$ cat config.mk
export PLATFORM = sky130hd
export DESIGN_NAME = uart_rx_oversampled
export DESIGN_NICKNAME = d
export VERILOG_FILES = /design/src/rtl/uart_pkg.sv /design/src/rtl/uart_baud_tick.sv /design/src/rtl/uart_rx_oversampled.sv
export SDC_FILE = /design/constraint.sdc
export NUM_CORES = 1
export LEC_CHECK = 0
export CAP_MARGIN = 0
export CORE_ASPECT_RATIO = 0.9
export CORE_UTILIZATION = 25
export DETAILED_ROUTE_END_ITERATION = 8
export SLEW_MARGIN = 40
export SYNTH_ARGS = -nofsm -noshare
export SYNTH_HDL_FRONTEND = slang
export SYNTH_HIERARCHICAL = 1
export SYNTH_SLANG_ARGS = --single-unit
$ cat constraint.sdc
create_clock -name clk -period 2.25 [get_ports clk]
set_input_delay 0.3375 -clock clk [delete_from_list [all_inputs] [get_ports clk]]
set_output_delay 0.3375 -clock clk [all_outputs]
set_load 0.01 [all_outputs]
$ cat src/rtl/uart_pkg.sv
// ============================================================================
//  Module   : uart_pkg
//  Brief    : Shared UART types, constants and baud divider helper.
//  Revision : 1.0 - initial release
// ============================================================================
`default_nettype none

package uart_pkg;

    localparam int DATA_BITS = 8;

    typedef enum logic [2:0] {
        IDLE  = 3'd0,
        START = 3'd1,
        DATA  = 3'd2,
        STOP  = 3'd3,
        BREAK = 3'd4
    } uart_rx_state_e;

    // Clocks per oversample tick; integer division truncates toward a faster tick.
    function automatic int calc_div(input int clk_freq, input int baud, input int os);
        return clk_freq / (baud * os);
    endfunction

endpackage

`default_nettype wire

$ cat src/rtl/uart_baud_tick.sv
// ============================================================================
//  Module   : uart_baud_tick
//  Brief    : Free-running divider producing a 1-cycle tick every DIV clocks.
//  Revision : 1.0 - initial release
// ============================================================================
`default_nettype none

module uart_baud_tick #(
    parameter int DIV = 27
) (
    input  logic clk,
    input  logic rst_n,
    output logic tick
);

    localparam int              c_cw   = (DIV > 1) ? $clog2(DIV) : 1;
    localparam logic [c_cw-1:0] c_last = c_cw'(DIV - 1);

    logic [c_cw-1:0] r_cnt;

    always_ff @(posedge clk or negedge rst_n) begin
        if (!rst_n) begin
            r_cnt <= '0;
        end else if (r_cnt == c_last) begin
            r_cnt <= '0;
        end else begin
            r_cnt <= r_cnt + 1'b1;
        end
    end

    assign tick = (r_cnt == c_last);

endmodule

`default_nettype wire

$ cat src/rtl/uart_rx_oversampled.sv
// ============================================================================
//  Module   : uart_rx_oversampled
//  Brief    : 8N1 UART receiver, oversampled with 3-sample majority vote,
//             valid/ready byte output with framing-error and overrun pulses.
//  Revision : 1.0 - initial release
// ============================================================================
`default_nettype none

module uart_rx_oversampled
    import uart_pkg::*;
#(
    parameter int CLK_FREQ   = 50_000_000,
    parameter int BAUD_RATE  = 115_200,
    parameter int OVERSAMPLE = 16
) (
    input  logic                 clk,
    input  logic                 rst_n,
    input  logic                 rx,
    output logic [DATA_BITS-1:0] m_data,
    output logic                 m_valid,
    input  logic                 m_ready,
    output logic                 frame_err,
    output logic                 overrun,
    output logic                 busy
);

    localparam int c_div = calc_div(CLK_FREQ, BAUD_RATE, OVERSAMPLE);
    localparam int c_sw  = $clog2(OVERSAMPLE);
    localparam int c_bw  = $clog2(DATA_BITS);

    localparam logic [c_sw-1:0] c_s_lo   = c_sw'(OVERSAMPLE / 2 - 1);
    localparam logic [c_sw-1:0] c_s_mid  = c_sw'(OVERSAMPLE / 2);
    localparam logic [c_sw-1:0] c_s_hi   = c_sw'(OVERSAMPLE / 2 + 1);
    localparam logic [c_sw-1:0] c_s_last = c_sw'(OVERSAMPLE - 1);
    localparam logic [c_bw-1:0] c_last_bit = c_bw'(DATA_BITS - 1);

    generate
        if (c_div < 2 || (OVERSAMPLE % 2) != 0 || OVERSAMPLE < 8) begin : g_param_check
            $fatal(1, "uart_rx_oversampled: DIV must be >= 2 and OVERSAMPLE even and >= 8");
        end
    endgenerate

    logic                 w_tick;
    logic                 r_rx_meta;
    logic                 r_rx_sync;
    uart_rx_state_e       r_state;
    uart_rx_state_e       w_next_state;
    logic [c_sw-1:0]      r_s;
    logic [c_bw-1:0]      r_bit_idx;
    logic [DATA_BITS-1:0] r_shift;
    logic [1:0]           r_vote;
    logic                 w_maj;
    logic                 w_centre;
    logic                 w_busy;
    logic                 w_commit;
    logic                 w_frame_bad;
    logic                 w_shift_en;
    logic [DATA_BITS-1:0] r_data;
    logic                 r_valid;
    logic                 r_frame_err;
    logic                 r_overrun;

    uart_baud_tick #(
        .DIV (c_div)
    ) u_baud_tick (
        .clk   (clk),
        .rst_n (rst_n),
        .tick  (w_tick)
    );

    always_ff @(posedge clk or negedge rst_n) begin
        if (!rst_n) begin
            r_rx_meta <= 1'b1;
            r_rx_sync <= 1'b1;
        end else begin
            r_rx_meta <= rx;
            r_rx_sync <= r_rx_meta;
        end
    end

    // Third vote is the live sample taken on the centre-decision tick itself.
    assign w_maj    = (r_vote[0] & r_vote[1]) | (r_vote[0] & r_rx_sync) | (r_vote[1] & r_rx_sync);
    assign w_centre = w_tick && (r_s == c_s_hi);

    always_ff @(posedge clk or negedge rst_n) begin
        if (!rst_n) begin
            r_state <= IDLE;
        end else begin
            r_state <= w_next_state;
        end
    end

    always_comb begin
        w_next_state = r_state;
        case (r_state)
            IDLE:    if (w_tick && !r_rx_sync) w_next_state = START;
            START:   if (w_centre) w_next_state = w_maj ? IDLE : DATA;
            DATA:    if (w_centre && (r_bit_idx == c_last_bit)) w_next_state = STOP;
            STOP:    if (w_centre) w_next_state = w_maj ? IDLE : BREAK;
            BREAK:   if (w_tick && r_rx_sync) w_next_state = IDLE;
            default: w_next_state = IDLE;
        endcase
    end

    always_comb begin
        w_busy      = (r_state != IDLE);
        w_commit    = (r_state == STOP) && w_centre && w_maj;
        w_frame_bad = (r_state == STOP) && w_centre && !w_maj;
        w_shift_en  = (r_state == DATA) && w_centre;
    end

    // Sample counter wraps every OVERSAMPLE ticks, so after the start-bit
    // decision each later centre lands exactly one bit period on.
    always_ff @(posedge clk or negedge rst_n) begin
        if (!rst_n) begin
            r_s       <= '0;
            r_bit_idx <= '0;
            r_shift   <= '0;
            r_vote    <= '0;
        end else begin
            if (r_state == IDLE) begin
                r_s       <= '0;
                r_bit_idx <= '0;
            end else if (w_tick) begin
                r_s <= (r_s == c_s_last) ? '0 : r_s + 1'b1;
                if (r_s == c_s_lo)  r_vote[0] <= r_rx_sync;
                if (r_s == c_s_mid) r_vote[1] <= r_rx_sync;
            end
            if (w_shift_en) begin
                r_shift   <= {w_maj, r_shift[DATA_BITS-1:1]};
                r_bit_idx <= r_bit_idx + 1'b1;
            end
        end
    end

    always_ff @(posedge clk or negedge rst_n) begin
        if (!rst_n) begin
            r_data      <= '0;
            r_valid     <= 1'b0;
            r_frame_err <= 1'b0;
            r_overrun   <= 1'b0;
        end else begin
            r_frame_err <= w_frame_bad;
            r_overrun   <= w_commit && r_valid && !m_ready;
            if (w_commit && (!r_valid || m_ready)) begin
                r_data  <= r_shift;
                r_valid <= 1'b1;
            end else if (r_valid && m_ready) begin
                r_valid <= 1'b0;
            end
        end
    end

    assign m_data    = r_data;
    assign m_valid   = r_valid;
    assign frame_err = r_frame_err;
    assign overrun   = r_overrun;
    assign busy      = w_busy;

endmodule

`default_nettype wire

# Yosys cells after proc, flatten, opt, wreduce, memory -nomap -nowiden
# Cells that the tools add are included.
classes:
  reduce_logical: 25
  n_mux: 16
  mul: 0
  bitwise: 6
  add_sub_neg: 3
  n_shift: 0
  div_mod_pow: 0
  n_eq_ne: 15
  n_lt_le_gt_ge: 0
op_table:
  columns: ["cell", "count"]
  rows:
  - ["3-bit two-way mux", 8]
  - ["3-bit one-hot mux with 5 select lines", 1]
  - ["4-bit equality test, second input constant", 3]
  - ["1-bit logical AND", 12]
  - ["4-bit two-way mux", 3]
  - ["2-bit inequality test, second input constant", 5]
  - ["3-bit by 2-bit equality test with 1-bit output, second input constant", 2]
  - ["3-bit equality test, second input constant", 2]
  - ["3-bit AND reduction", 2]
  - ["2-bit nonzero test", 3]
  - ["5-bit by 1-bit adder with 5-bit output, second input constant", 1]
  - ["5-bit equality test, second input constant", 1]
  - ["5-bit two-way mux", 1]
  - ["5-bit AND reduction", 1]
  - ["4-bit by 1-bit adder with 4-bit output, second input constant", 1]
  - ["4-bit by 3-bit equality test with 1-bit output, second input constant", 1]
  - ["1-bit zero test", 4]
  - ["3-bit by 1-bit adder with 3-bit output, second input constant", 1]
  - ["1-bit AND", 3]
  - ["3-bit by 1-bit equality test with 1-bit output, second input constant", 1]
  - ["3-bit zero test", 1]
  - ["3-bit nonzero test", 1]
  - ["1-bit two-way mux", 2]
  - ["2-bit two-way mux", 1]
  - ["other kinds (3)", 4]
totals:
  romBits: 0
  elab_cells: 78
  n_memories: 0
  ram_bits: 0
  out_inout_bits: 12
  latchBits: 0
  input_bits: 4
  regBits: 38

# Depth between registers and ports, before layout
depth:
  ltp_word: 6
  ltp_mapped: 7

# Modules after synthesis
# The synthesis kept the hierarchy.
by_module_without_submodules:
  columns: ["module", "n_inst", "area_per_inst_um2", "seq_area_each_um2", "cells_each"]
  rows:
  - ["uart_rx_oversampled", 1, 1483.9, 828.3, 118]
  - ["uart_baud_tick", 1, 266.5, 125.1, 24]

# Worst setup path before layout
# No wires, ideal clock.
synth_timing:
  path_type: "reg2reg"
  start: "reg u_baud_tick.r_cnt[0]"
  end: "reg r_state[1]"
  path_slack_ps: 461
  path_stages_with_launch: 8
  t_arrival_ps: 1661
  synth_period_minus_slack_ps: 1789
  path_cell_list: "dfrtp_1 inv_1 ha_1 and4b_1 and4b_1 buf_4 and2_1 mux2_1"
synth_via:
  elab_chain_cells: 5
synth_lines:
  columns: ["element", "line", "text"]
  rows:
  - ["start: declaration", "uart_baud_tick.sv:19", "logic [c_cw-1:0] r_cnt;"]
  - ["start signal: assignment", "uart_baud_tick.sv:27", "r_cnt <= r_cnt + 1'b1;"]
  - ["5-bit equality test (*)", "uart_baud_tick.sv:31", "assign tick = (r_cnt == c_last);"]
  - ["net w_tick", "uart_rx_oversampled.sv:43", "logic w_tick;"]
  - ["1-bit logical AND", "uart_rx_oversampled.sv:83", "assign w_centre = w_tick && (r_s == c_s_hi);"]
  - ["1-bit logical AND", "uart_rx_oversampled.sv:98", "DATA: if (w_centre && (r_bit_idx == c_last_bit)) w_next_state = STOP;"]
  - ["2-bit inequality test (no line)", null, null]
  - ["5-bit AND reduction (no line) (*)", null, null]
  - ["end signal: assignment", "uart_rx_oversampled.sv:89", "r_state <= w_next_state;"]
  - ["end: declaration", "uart_rx_oversampled.sv:46", "uart_rx_state_e r_state;"]
# The timed path passes the listed nets; every way through them passes the cells marked *.
# A chain may end at the register's enable or synchronous reset.

# Worst setup path after layout
layout_timing:
  start: "reg u_baud_tick.r_cnt[0]"
  end: "reg r_data[5] (netlist: m_data[5])"
layout_via:
  elab_chain_cells: 5
layout_lines:
  columns: ["element", "line", "text"]
  rows:
  - ["5-bit equality test", "uart_baud_tick.sv:31", null]
  - ["net w_tick", "uart_rx_oversampled.sv:43", null]
  - ["1-bit logical AND", "uart_rx_oversampled.sv:83", null]
  - ["1-bit logical AND (2 in a row)", "uart_rx_oversampled.sv:107", "w_commit = (r_state == STOP) && w_centre && w_maj;"]
  - ["1-bit logical AND", "uart_rx_oversampled.sv:145", "if (w_commit && (!r_valid || m_ready)) begin"]
  - ["end signal: assignment", "uart_rx_oversampled.sv:146", "r_data <= r_shift;"]
  - ["end: declaration", "uart_rx_oversampled.sv:58", "logic [DATA_BITS-1:0] r_data;"]
# The timed path passes the listed nets, and every way through them passes these cells.

==> qor.txt <==
power share of the combinational group: 0.021
TritonCTS buffer count: 5
Hold WC Path Type: in -> async
final worst-path cycle share: 0.916
overall routing resource usage: 0.0931
via count: 1112
synth warn: 6
I/O pin total: 16
global-route wire length before repair: 5220 um
slowest CP cell: and4b_1
Critical Path AT: 2.24 ns
syn avg cell area: 12.3 um^2
layout cells sized above 1: 0.215
maxcap violations: 0
ant diodes: 0
Core ar.: 6660 um^2
DP HPWL: 2030 um
Max Slew Vio Count: 0
CTS H-tree lvls: 2
Starting Density: 0.263
vias in the first global route: 1024
clock skew: 0.00374 ns
clock latency on the worst-skew pair: 0.29 ns
worst rel slew slack: 0.678
crit start category: flop
fin area: 2120 um^2
critical path class: reg -> reg
worst-case clock buffer depth: 2
Clock power frac: 0.456
Flop pwr share: 0.523
Chip Width: 90.2 um
DR pass1 iterations: 4
number of cells on the critical path: 6
predominant post-synthesis flop cell: dfrtp_1
#FFs+latches synth: 38
post-DR vias/cell: 4.40
top cell type's share of synthesized area: 0.515
CP delay by family, top: simple AND/OR/NAND/NOR gates
Req. time, crit path: 2.43 ns
cell area after synthesis: 1750 um^2
CTS tree: yes
Rows: 28
Post-layout nets: 173
DR WL/cell: 12.2 um
maximum clock frequency: 485 MHz
die area: 7340 um^2
Cell Chain, Critical Path: inv_1 > ha_1 > and4b_1 > and4b_1 > nand4_4 > mux2_2
Cell Int Power: 1.06 mW
number of enable flip-flop cells after synthesis: 0
post-route ant nets: 0
crit-path most repeated cell: and4b_1
Slew @ Worst Pin: 0.484 ns
Post-CTS Resized: 0
Non-Filler Instances: 253
sequential area share after synthesis: 0.545
final setup TNS: 0 ns
crit path buf inv count: 1
Remaining DRCs: 0
cell total after placement: 245
Vert. Die Dim: 81.4 um
Yosys top cell by area: dfrtp_1
pwr/cell area: 622 nW/um^2
PortBufs: 15
outcome: finished, final reports clean
Setup violations, final: 0
Placed Area: 2010 um^2
synthesis-to-layout area growth: 21.3%
r2r worst-path depth: 6
Fin. Hold Viols: 0
setup bufs post-CTS: 0
Root Driver: clkbuf_8
RSZ-0062 raised after global routing: no
clock sink total: 38
Net Sw Power: 0.263 mW
Synthesized Nets: 153
clock slew at reported path FFs: 0.07 ns
sw frac: 0.199
initial antenna violation count: 0
largest net degree at the start of global routing: 39
Critical Path End Type: flop
Pleak: 0.966 nW
synth top area cells: dfrtp_1 51%, mux2_2 12%, ha_1 5.0%
Iter 0 DRT Violations: 51
delay of the slowest critical-path stage: 0.45 ns
hold-fix buffers at CTS: 0
fraction of registers with async set/reset: 1.00
synth unique cells: 38
VDD IR max: 0.267 mV
worst-path maximum fanout: 8
grt ovf: 0
Tmin final: 2.06 ns
total wire length: 3100 um
gpl congestion: 0.741
gate count of the mapped netlist: 142
path summary, 6_finish.rpt:
| path | start | to | slack (ns) |
|---|---|---|---|
| setup / recovery | u_baud_tick/r_cnt[0] | m_data[5] | 0.19 |
| hold / removal | rst_n | r_bit_idx[1] | 0.002 |
| max in group asynchronous | rst_n | r_rx_meta | 1.89 |
| hold reg to reg | r_rx_meta | r_rx_sync | 0.36 |
| setup reg to reg | u_baud_tick/r_cnt[0] | m_data[5] | 0.19 |
| min in group clk | r_rx_meta | r_rx_sync | 0.36 |
logic make-up after synthesis:
group                    count (synthesis)  share of synthesized area
multiplexers                            20                      0.128
buffers and inverters                    9                     0.0236
AO/OA/AOI/OAI                           17                     0.0615
XOR/XNOR                                 1                    0.00500
AND/OR/NAND/NOR                         49                      0.182
adder cells (fa/ha/maj)                  8                     0.0558
flip-flops                              38                      0.545
layout make-up:
cell class / instances / area (um^2)
fillers: 700 / 4530
flip-flops and latches: 38 / 953
multi-input cells: 95 / 756
repair buffers: 18 / 170
well taps: 90 / 113
clock buffers: 7 / 86.3
clock inverters: 1 / 30.0
inverters: 4 / 15.0
through the flow:
stage	worst slack, ns	hold slack (ns)	utilization	power (mW)
after floorplan	0.461	0.0419	-	0.709
after global placement	0.225	0.348	0.301	0.733
after detailed placement	0.192	0.338	0.302	0.733
after CTS	0.174	0.0136	0.319	1.35
after global routing	0.0647	0.0366	0.319	1.37
final	0.189	0.00223	0.319	1.32
routing by layer:
metal / GRT usage / share of wire
met5: 0 / 0
met4: 0.0339 / 0.014
met3: 0.0393 / 0.060
met2: 0.121 / 0.41
met1: 0.134 / 0.52
power groups by stage:
stage	registers, mW	clock network (mW)	logic (mW)
floorplan	0.701	0	0.00811
global placement	0.704	0	0.0288
detailed placement	0.704	0	0.0291
CTS	0.690	0.626	0.0293
global route	0.691	0.649	0.0321
finish	0.691	0.601	0.0278
sequential cells by signal, indices dropped and copies added, names as in the netlist:
name,cells
frame_err,1
m_data,8
m_valid,1
overrun,1
r_bit_idx,3
r_rx_meta,1
r_rx_sync,1
r_s,4
r_shift,8
r_state,3
r_vote,2
u_baud_tick/r_cnt,5
synth_stat cells, drive strengths merged (2+ instances only):
cell type / count
a21oi: 3
nor3: 3
mux2: 19
and2: 2
nand4b: 4
dfstp: 2
nor2: 8
and4b: 3
inv: 4
dfrtp: 36
nand2b: 3
nand2: 6
ha: 7
nand4: 2
nand3: 11
o21ai: 7
and3b: 3
buf: 4
layout by cell type, fill, tap and decap left out, types with 2 or more instances in the layout:
| master | synthesis | routed |
|---|---|---|
| a21oi_1 | 3 | 3 |
| and2_1 | 2 | 2 |
| and3b_1 | 3 | 3 |
| and4b_1 | 3 | 3 |
| buf_4 | 1 | 4 |
| clkbuf_8 | 0 | 6 |
| clkdlybuf4s50_1 | 0 | 14 |
| dfrtp_1 | 36 | 36 |
| dfstp_2 | 2 | 2 |
| ha_1 | 7 | 7 |
| inv_1 | 4 | 4 |
| mux2_2 | 18 | 18 |
| nand2_1 | 6 | 6 |
| nand2b_1 | 3 | 3 |
| nand3_1 | 10 | 10 |
| nand4b_1 | 4 | 4 |
| nor2_1 | 8 | 8 |
| nor3_1 | 2 | 2 |
| o21ai_0 | 7 | 7 |
No activity file was read; power rests on OpenSTA's default activity.
